### config.mk
export PLATFORM = sky130hd
export DESIGN_NAME = alu_sequencer
export DESIGN_NICKNAME = d
export VERILOG_FILES = /design/src/rtl/alu_sequencer.sv
export SDC_FILE = /design/constraint.sdc
export NUM_CORES = 1
export LEC_CHECK = 0
export BUFFER_PORTS_ARGS = -buffer_cell sky130_fd_sc_hd__buf_2
export CORE_ASPECT_RATIO = 1.5
export CORE_MARGIN = 3
export CORE_UTILIZATION = 61
export DETAILED_ROUTE_END_ITERATION = 10
export PLACE_DENSITY_LB_ADDON = 0.05
export RECOVER_POWER = 50
export SLEW_MARGIN = 20
export SYNTH_ARGS = -nofsm -noshare
export SYNTH_HDL_FRONTEND = slang
export SYNTH_SLANG_ARGS = --single-unit
### constraint.sdc
create_clock -name clk -period 16 [get_ports clk]
set_clock_uncertainty 0.15 [all_clocks]
set_input_delay 3.2 -clock clk [delete_from_list [all_inputs] [get_ports clk]]
set_output_delay 3.2 -clock clk [all_outputs]
set_load 0.02 [all_outputs]
### src/rtl/alu_sequencer.sv
// Three-state instruction sequencer driving an external combinational ALU,
// with an 8-entry register file, a retire pulse and a debug read port.
module alu_sequencer #(
  parameter int n = 16
) (
  input  logic         clk,
  input  logic         rst,
  input  logic         instr_valid,
  output logic         instr_ready,
  input  logic [15:0]  instr,
  output logic         alu_en,
  output logic [2:0]   alu_op,
  output logic [n-1:0] alu_a,
  output logic [n-1:0] alu_b,
  input  logic [n-1:0] alu_out,
  output logic         done,
  output logic [n-1:0] result,
  input  logic [2:0]   dbg_addr,
  output logic [n-1:0] dbg_data
);

  typedef enum logic [1:0] {
    IDLE = 2'd0,
    EXEC = 2'd1,
    WB   = 2'd2
  } state_t;

  localparam int IMM_W = (n > 10) ? n : 10;

  state_t       state_q, state_d;
  logic [n-1:0] rf_q [8];
  logic [n-1:0] rf_d [8];
  logic         alu_en_q, alu_en_d;
  logic [2:0]   alu_op_q, alu_op_d;
  logic [n-1:0] alu_a_q, alu_a_d;
  logic [n-1:0] alu_b_q, alu_b_d;
  logic [n-1:0] result_q, result_d;
  logic         done_q, done_d;
  logic [2:0]   rd_q, rd_d;
  logic         ldi_q, ldi_d;
  logic [n-1:0] imm_q, imm_d;

  // Zero-extends (or truncates) the 10-bit LDI immediate to the datapath width.
  function automatic logic [n-1:0] zext_imm(input logic [9:0] imm);
    logic [IMM_W-1:0] wide;
    wide       = '0;
    wide[9:0]  = imm;
    return wide[n-1:0];
  endfunction

  always_comb begin
    state_d  = state_q;
    rf_d     = rf_q;
    alu_en_d = alu_en_q;
    alu_op_d = alu_op_q;
    alu_a_d  = alu_a_q;
    alu_b_d  = alu_b_q;
    result_d = result_q;
    done_d   = 1'b0;
    rd_d     = rd_q;
    ldi_d    = ldi_q;
    imm_d    = imm_q;
    case (state_q)
      IDLE: begin
        if (instr_valid) begin
          rd_d = instr[12:10];
          case (instr[15:13])
            3'b000: begin
              ldi_d   = 1'b0;
              done_d  = 1'b1;
              state_d = WB;
            end
            3'b001: begin
              ldi_d   = 1'b1;
              imm_d   = zext_imm(instr[9:0]);
              done_d  = 1'b1;
              state_d = WB;
            end
            default: begin
              // Operands are sampled now, so rd==ra/rb sees the pre-write value.
              ldi_d    = 1'b0;
              alu_en_d = 1'b1;
              alu_op_d = instr[15:13];
              alu_a_d  = rf_q[instr[9:7]];
              alu_b_d  = rf_q[instr[6:4]];
              state_d  = EXEC;
            end
          endcase
        end else begin
          state_d = IDLE;
        end
      end
      EXEC: begin
        rf_d[rd_q] = alu_out;
        result_d   = alu_out;
        alu_en_d   = 1'b0;
        done_d     = 1'b1;
        state_d    = WB;
      end
      WB: begin
        // LDI commits on the way out of WB so a reset during WB drops it.
        if (ldi_q) begin
          rf_d[rd_q] = imm_q;
          result_d   = imm_q;
        end else begin
          result_d = result_q;
        end
        ldi_d   = 1'b0;
        state_d = IDLE;
      end
      default: begin
        state_d = IDLE;
      end
    endcase
  end

  always_ff @(posedge clk or posedge rst) begin
    if (rst) begin
      state_q  <= IDLE;
      rf_q     <= '{default: '0};
      alu_en_q <= 1'b0;
      alu_op_q <= 3'b000;
      alu_a_q  <= '0;
      alu_b_q  <= '0;
      result_q <= '0;
      done_q   <= 1'b0;
      rd_q     <= 3'b000;
      ldi_q    <= 1'b0;
      imm_q    <= '0;
    end else begin
      state_q  <= state_d;
      rf_q     <= rf_d;
      alu_en_q <= alu_en_d;
      alu_op_q <= alu_op_d;
      alu_a_q  <= alu_a_d;
      alu_b_q  <= alu_b_d;
      result_q <= result_d;
      done_q   <= done_d;
      rd_q     <= rd_d;
      ldi_q    <= ldi_d;
      imm_q    <= imm_d;
    end
  end

  assign instr_ready = (state_q == IDLE);
  assign alu_en      = alu_en_q;
  assign alu_op      = alu_op_q;
  assign alu_a       = alu_a_q;
  assign alu_b       = alu_b_q;
  assign done        = done_q;
  assign result      = result_q;
  assign dbg_data    = rf_q[dbg_addr];

endmodule

# Yosys cells after proc, flatten, opt, wreduce, memory -nomap -nowiden
# Cells that the tools add are included.
[word_totals]
regBits = 197
latchBits = 0
ramBits = 0
rom_bits = 0
input_bits = 38
out_inout_bits = 70
elab_cells = 76
n_memories = 0
[op_classes]
addsub = 0
mul = 0
div_mod_pow = 0
order_cmp = 5
eq_ne = 6
shift = 0
muxes = 29
n_bitwise = 5
n_reduce_logical = 13
[op_table]
columns = ["op", "n"]
rows = [
  ["128-bit bitwise mux", 2],
  ["128-bit case mux with 2 select lines", 1],
  ["16-bit binary-select mux with 3-bit select", 3],
  ["128-bit 2-to-1 mux", 1],
  ["16-bit 2-to-1 mux", 8],
  ["16-bit demux with 3-bit select", 1],
  ["16-bit case mux with 2 select lines", 1],
  ["4-bit greater-or-equal comparator, second input constant", 4],
  ["3-bit NOT with 4-bit output", 4],
  ["3-bit AND reduction", 3],
  ["1-bit 2-to-1 mux", 6],
  ["2-bit inequality test, second input constant", 3],
  ["1-bit case mux with 2 select lines", 3],
  ["2-bit AND reduction", 3],
  ["2-bit nonzero test", 3],
  ["4-bit by 1-bit < comparator with 1-bit output, second input constant", 1],
  ["2-bit 2-to-1 mux", 2],
  ["2-bit case mux with 2 select lines", 1],
  ["3-bit by 1-bit == test with 1-bit output, second input constant", 1],
  ["3-bit zero test", 1],
  ["2-bit by 1-bit == test with 1-bit output, second input constant", 1],
  ["2-bit == test, second input constant", 1],
  ["2-bit zero test", 1],
  ["2-bit OR reduction", 1],
  ["2 further kinds", 2],
]

# Depth between registers and ports, before layout
# Gate-level depths: netlist (run 1).
[logic_depth]
word_depth = 8
depth_mapped = 7
ltp_nobuf = 4

# Least setup slack after synthesis (run 1)
# Ideal clock, no wire load.
[synth_timing]
path_kind = "input to output"
startpoint = "input dbg_addr[0]"
endpoint = "output dbg_data[0]"
arrival_ns = 4.473
required_ns = 12.650
setup_slack_ns = 8.177
path_stages = 4
n_path_buf = 2
cell_sequence = "buf_2 -> buf_2 -> mux4_2 -> mux2_2"
[synth_via]
elab_chain_len = 4
[synth_lines]
columns = ["item", "line", "text"]
rows = [
  ["from (decl)", "18", "input logic [2:0] dbg_addr,"],
  ["3-bit NOT with 4-bit output (implied by the code)", "152", "assign dbg_data = rf_q[dbg_addr];"],
  ["16-bit binary-select mux with 3-bit select", "152", ""],
  ["16-bit 2-to-1 mux (implied by the code) (2 in series)", "152", ""],
  ["to (decl)", "19", "output logic [n-1:0] dbg_data"],
]
# Every way passes these cells. The select of a mux whose other input is x is not followed.

# Worst setup path after layout (run 1)
[layout_timing]
startpoint = "input dbg_addr[0]"
endpoint = "output dbg_data[12]"
# Same word-level chain as after synthesis.

==> metrics.txt, run 1 <==
fin nets 922; post-CTS setup buffers 0; post-cts repair resize count 0; IO Pins around 110; TritonRoute pass-1 iters 6; P&R area growth vs syn 10.2%; r2r setup slk about 13 ns; post-synthesis sequential area ratio 0.461; Initial Util 0.627; worst r2r src state_q[0]; first-pass GRT wire length between 40000 and 50000 um; Startpoint Class input port; Final min period 8.22 ns; Slew Limit Fails about 120; # DRC 0; Congestion Overflow GR 0; post-detailed-route count of antenna-violating nets 0; total number of H-tree levels 4; core area 17000 um2; Yosys warnings 0; CP arrival 4.87 ns; clock tree sinks between 150 and 200; Internal Dissipation 1350 uW; Mean Syn Cell Area 12.9 um2; share of post-route cells with drive strength above 1 0.382; clock network fraction of total power 0.209; FF+latch count, synth just under 200; leakage around 0.0055 uW; Max-slew headroom -2.32; final setup violating endpoints 0; syn_nets about 860; Pwr Density between 150 and 200 nW/um2; final WL 30800 um; DIE AREA 19100 um2; number of global-route vias before repair roughly 8400; Syn Std Cell Area approximately 11000 um2; maximum VDD drop approximately 0.11 mV; per-cell routed wire length approximately 28 um; Worst Hold Launch result[8]; routability congestion estimate from global placement between 0.8 and 0.9; Max clock buf depth 2; Syn Inst Count a little over 800; fill count approximately 1300; DIE WIDTH ~110 um; hold slack about 0.33 ns; most frequent cells after synthesis dfrtp_1 (196), mux2_2 (142), a22o_1 (112); combinational share of power 0.358; Crit Path Class input port to primary output; top post-synthesis cells by area dfrtp_1 (46%), mux2_2 (15%), a22o_1 (9.2%); worst slew pin tran between 4 and 5 ns; dominant synthesized flop cell dfrtp_1; CTS Hold Bufs 0; Data required, critical path between 10 and 15 ns; post-synth cell types 36; failing checks max-capacitance violations, max-slew violations; Synth area leader dfrtp_1; most common cell in the netlist dfrtp_1; part of the cycle the worst path needs 0.514; Hold Crit Depth 1; CTS buffer count 17; sw frac 0.360; GRT Total Usage 0.328; Fin Setup TNS 0 ns; post-synth top area share 0.461; I/O Buffers between 100 and 150; DR vias/cell roughly 7.1; sequential share of power 0.433; worst skew pair latency 0.44 ns; initial antenna violation count 0; Async SR Flop Fraction 1.00; path depth of the worst reg2reg path 3; fmax around 120 MHz; initial DRC count 660; largest net degree at the start of global routing ~120; CTS Root Cell clkbuf_16; DPL Wire Length roughly 19000 um; RSZ-0062 raised after global routing false; R2R Path End rf_q[112]; vias after detailed routing roughly 8000; clock-pin slew on the worst setup and hold paths 0.06 ns; crit end category primary output; Final Hold Fails 0; Antenna Cells 0; Post-synth EDFFs 0; Core Rows 58; WHS Endpoint result[8]; CTS tree yes; CP Max Fanout 32; Die Span Y roughly 170 um; hold crit path type flop to flop; status complete, but fails checks; NetSw approximately 760 uW; number of max-cap violations 1
-- how the worst max path moves through the flow --
stage	from	endpoint	slack, ns	cells past startpoint
after floorplan	rst	alu_a[0]	7.31	1
after global placement	dbg_addr[0]	dbg_data[14]	7.78	5
after detailed placement	dbg_addr[0]	dbg_data[12]	7.75	5
after CTS	dbg_addr[0]	dbg_data[12]	7.75	5
after global routing	dbg_addr[0]	dbg_data[6]	7.67	5
final	dbg_addr[0]	dbg_data[12]	7.78	5
-- flip-flops by register name (all words and copies together) (netlist names) --
name	cells
rf_q	128
ldi_q	1
state_q	1
alu_op	3
done	1
alu_b	16
alu_en	1
alu_a	16
result	16
rd_q	3
imm_q	10
-- layer usage --
layer | GRT usage | part of all wire | up-vias
li1 | - | - | 3332
met1 | 0.405 | 0.38 | 4060
met2 | 0.552 | 0.51 | 415
met3 | 0.0640 | 0.070 | 107
met4 | 0.158 | 0.043 | 0
met5 | 0 | 0 | -
-- cells in the final DEF, fill, tap and decap left out, drive strengths merged, types with 7 or more instances in the layout --
cell / netlist / routed
dfrtp: 196 / 196
mux2: 157 / 157
buf: 44 / 116
a22o: 112 / 112
mux2i: 64 / 64
o21ai: 46 / 46
o22ai: 33 / 33
o31ai: 32 / 32
mux4: 32 / 32
clkbuf: 34 / 22
nand2: 15 / 15
a21o: 10 / 10
inv: 8 / 8
nor2: 7 / 7
-- power by group through the flow --
stage / Clock (uW) / Combinational [uW] / Sequential, uW
floorplan: 0 / 526 / 901
global placement: 0 / 728 / 893
detailed placement: 0 / 757 / 906
CTS: 446 / 759 / 903
global route: 466 / 815 / 937
finish: 442 / 756 / 916
-- worst max-delay path, cell delays in order --
cell and delay (ns):
buf_2 0.08, buf_4 0.53, mux4_2 0.60, mux2_2 0.28, buf_2 0.16
-- layout make-up --
cell class                      count  area [um2]  share of cell area
Multi-Input combinational cell    543        5320               0.453
Sequential cell                   196        4900               0.418
Timing Repair Buffer              118         619              0.0527
Clock buffer                       20         447              0.0380
Inverter                            8        31.3             0.00266
Clock inverter                     12         155              0.0132
Tap cell                          210         263              0.0224
-- through the flow --
stage | util | total power, uW | setup WS, ns | cells | area [um2]
floorplan | - | 1430 | 7.31 | 825 | 10700
global placement | 0.656 | 1620 | 7.78 | 1075 | 11100
detailed placement | 0.656 | 1660 | 7.75 | 1075 | 11100
CTS | 0.692 | 2110 | 7.75 | 1107 | 11700
global route | 0.691 | 2220 | 7.67 | 1107 | 11700
finish | 0.691 | 2110 | 7.78 | 1107 | 11700
-- cells by family after synthesis --
logic type | count (synthesis) | synth area share
compound gates | 237 | 0.171
buf+inv | 86 | 0.0417
flops | 196 | 0.461
mux | 253 | 0.297
simple gates | 53 | 0.0301
Power figures use the tool's default switching activity.
==> run 2, diff against run 1 <==
CORE_UTILIZATION = 60   (was 61)
clock period = 8.53 ns   (was 16 ns; I/O delays follow)
==> run 2 against run 1 <==
Combinational power is 88% higher. The flow still finishes with violations (max-capacitance violations, max-slew violations). Clock-buffer cell count stayed put. Sequential share of layout area is 0.27 points higher. Register-to-register slack worse by 8.9 ns. Via count is 1.1% higher. Critical path depth is 1 lower. Largest power group unchanged. Sequential power is 88% higher. Critical path type is now input port to async pin.
==> metrics.txt, run 2 (synthesis gave the netlist of run 1 again) <==
CTS Hold Bufs 0 (unchanged); Crit path max-delay family buffers and inverters (was multiplexers); I/O Buffers 107 (unchanged); Core Rows 59 (was 58); fill count 1293 (was 1276); Final min period 5.69 ns; part of the cycle the worst path needs 0.668; initial DRC count 769 (was 660); WHS Endpoint result[5] (was result[8]); post-cts repair resize count 0 (unchanged); Die Span Y 169 um (was 168 um); Max clock buf depth 2 (unchanged); P&R area growth vs syn 9.53% (was 10.2%); Crit Path Class input port to async pin (was input port to primary output); stages on the worst setup path 4 (was 5); maximum VDD drop 0.191 mV (was 0.107 mV); multi-input logic area 5260 um2 (was 5320 um2); most common cell after layout, fill and taps aside dfrtp_1 (unchanged); number of max-cap violations 11 (was 1); routability congestion estimate from global placement 0.893 (was 0.895); DIE AREA 19400 um2 (was 19100 um2); DPL Wire Length 19000 um (was 18600 um); Worst Hold Launch result[5] (was result[8]); leakage 0.00554 uW (was 0.00555 uW); GRT Total Usage 0.332 (was 0.328); initial antenna violation count 0 (unchanged); path depth of the worst reg2reg path 3 (unchanged); total number of H-tree levels 4 (unchanged); sequential share of power 0.439 (was 0.433); most frequent cells in the layout dfrtp_1 (196), mux2_2 (142), a22o_1 (112) (was dfrtp_1 (196), mux2_2 (137), a22o_1 (112)); CP arrival 6.14 ns (was 4.87 ns); clock network fraction of total power 0.199 (was 0.209); DIE WIDTH 115 um (was 114 um); vias after detailed routing 7998 (was 7914); worst slew pin tran 5.21 ns (was 4.95 ns); Final Hold Fails 0 (unchanged); CTS Root Cell clkbuf_16 (unchanged); Fin Setup TNS 0 ns (unchanged); wl on met1 12400 um (was 11600 um); worst r2r src state_q[0] (unchanged); met3 wire len 2210 um (was 2150 um); R2R Path End rf_q[79] (was rf_q[112]); worst skew pair latency 0.44 ns (about the same); Most flops, register rf_q (unchanged); per-cell routed wire length 28.5 um (was 27.8 um); first-pass GRT wire length 48600 um (was 47800 um); combinational share of power 0.362 (was 0.358); CP cell instances buf_2, clkinvlp_2, clkbuf_1, buf_16 (was buf_2, buf_4, mux4_2, mux2_2, buf_2); post-detailed-route count of antenna-violating nets 0 (unchanged); CP Max Fanout 118 (was 32); RSZ-0062 raised after global routing false (unchanged); final setup violating endpoints 0 (unchanged); TritonRoute pass-1 iters 7 (was 6); sw frac 0.365 (was 0.360); share of post-route cells with drive strength above 1 0.377 (was 0.382); Max-slew headroom -2.49 (was -2.32); largest net degree at the start of global routing 119 (was 116); DR vias/cell 7.19 (was 7.15); post-CTS setup buffers 0 (unchanged); NetSw 1430 uW (was 760 uW); Internal Dissipation 2490 uW (was 1350 uW); Hold Crit Depth 1 (unchanged); # DRC 0 (unchanged); fin nets 925 (was 922); Crit path largest cell delay 2.87 ns (was 0.60 ns); Pwr Density 336 nW/um2 (was 180 nW/um2); clock-pin slew on the worst setup and hold paths 0.08 ns (was 0.06 ns); Worst path slowest cell clkinvlp_2 (was mux4_2); Data required, critical path 8.97 ns (was 12.65 ns); CTS tree yes (unchanged); Initial Util 0.611 (was 0.627); fmax around 180 MHz; Top Layer Used met4 (unchanged); CP bufs+invs 4 (was 3); Antenna Cells 0 (unchanged); met2 WL 15900 um (was 15800 um); r2r setup slk 3.94 ns (was 12.82 ns); hold crit path type flop to flop (unchanged); clock tree sinks 196 (unchanged); CTS buffer count 17 (unchanged); hold slack 0.327 ns (was 0.326 ns); Slew Limit Fails 311 (was 116); final WL 31700 um (was 30800 um); core area 17400 um2 (was 17000 um2); Startpoint Class input port (unchanged); number of global-route vias before repair 8333 (was 8382); IO Pins 108 (unchanged); Congestion Overflow GR 0 (unchanged); Pwr Total 3920 uW (was 2110 uW); failing checks max-capacitance violations, max-slew violations (unchanged); Storage cell area 4900 um2 (unchanged); status complete, but fails checks (unchanged); crit end category async pin (was primary output); max reg flops 128 (unchanged)
[run 2: cell type report]
class,instances,share of cell area
clock buffers,20,0.0392
clock inverters,12,0.00912
inverters,8,0.00268
multi-input cells,543,0.451
flip-flops and latches,196,0.420
well taps,213,0.0228
repair buffers,121,0.0551
[run 2: worst reg2reg max path: stages, from the launching register on]
cell,delay [ns]
dfrtp_1,0.60
and3b_1,0.49
o21ai_0,2.72
mux2_2,0.51
[run 2: per-layer routing]
layer,vias up,global-route usage
met4,0,0.161
met1,4122,0.430
li1,3336,-
met3,104,0.0535
met5,-,0
met2,436,0.545
[run 2: metrics by stage]
stage               std cells  worst slack (ns)  utilization  area (um2)
global placement         1080              3.28        0.640       11200
global route             1113              2.11        0.670       11700
detailed placement       1080              3.26        0.641       11200
floorplan                 825              1.33            -       10700
CTS                      1112              3.26        0.674       11700
finish                   1113              2.84        0.670       11700
[run 2: power by group through the flow]
stage	sequential, uW	clock (uW)	combinational [uW]
final	1720	782	1420
after global routing	1760	824	1530
after CTS	1700	786	1430
after detailed placement	1710	0	1420
after global placement	1680	0	1370
after floorplan	1690	0	986
[run 2: worst max-delay path by stage]
| stage | from | end |
|---|---|---|
| global placement | dbg_addr[0] | dbg_data[14] |
| CTS | dbg_addr[0] | dbg_data[14] |
| finish | rst | rf_q[98] |
| global route | rst | rf_q[98] |
| detailed placement | dbg_addr[0] | dbg_data[14] |
| floorplan | rst | alu_a[0] |
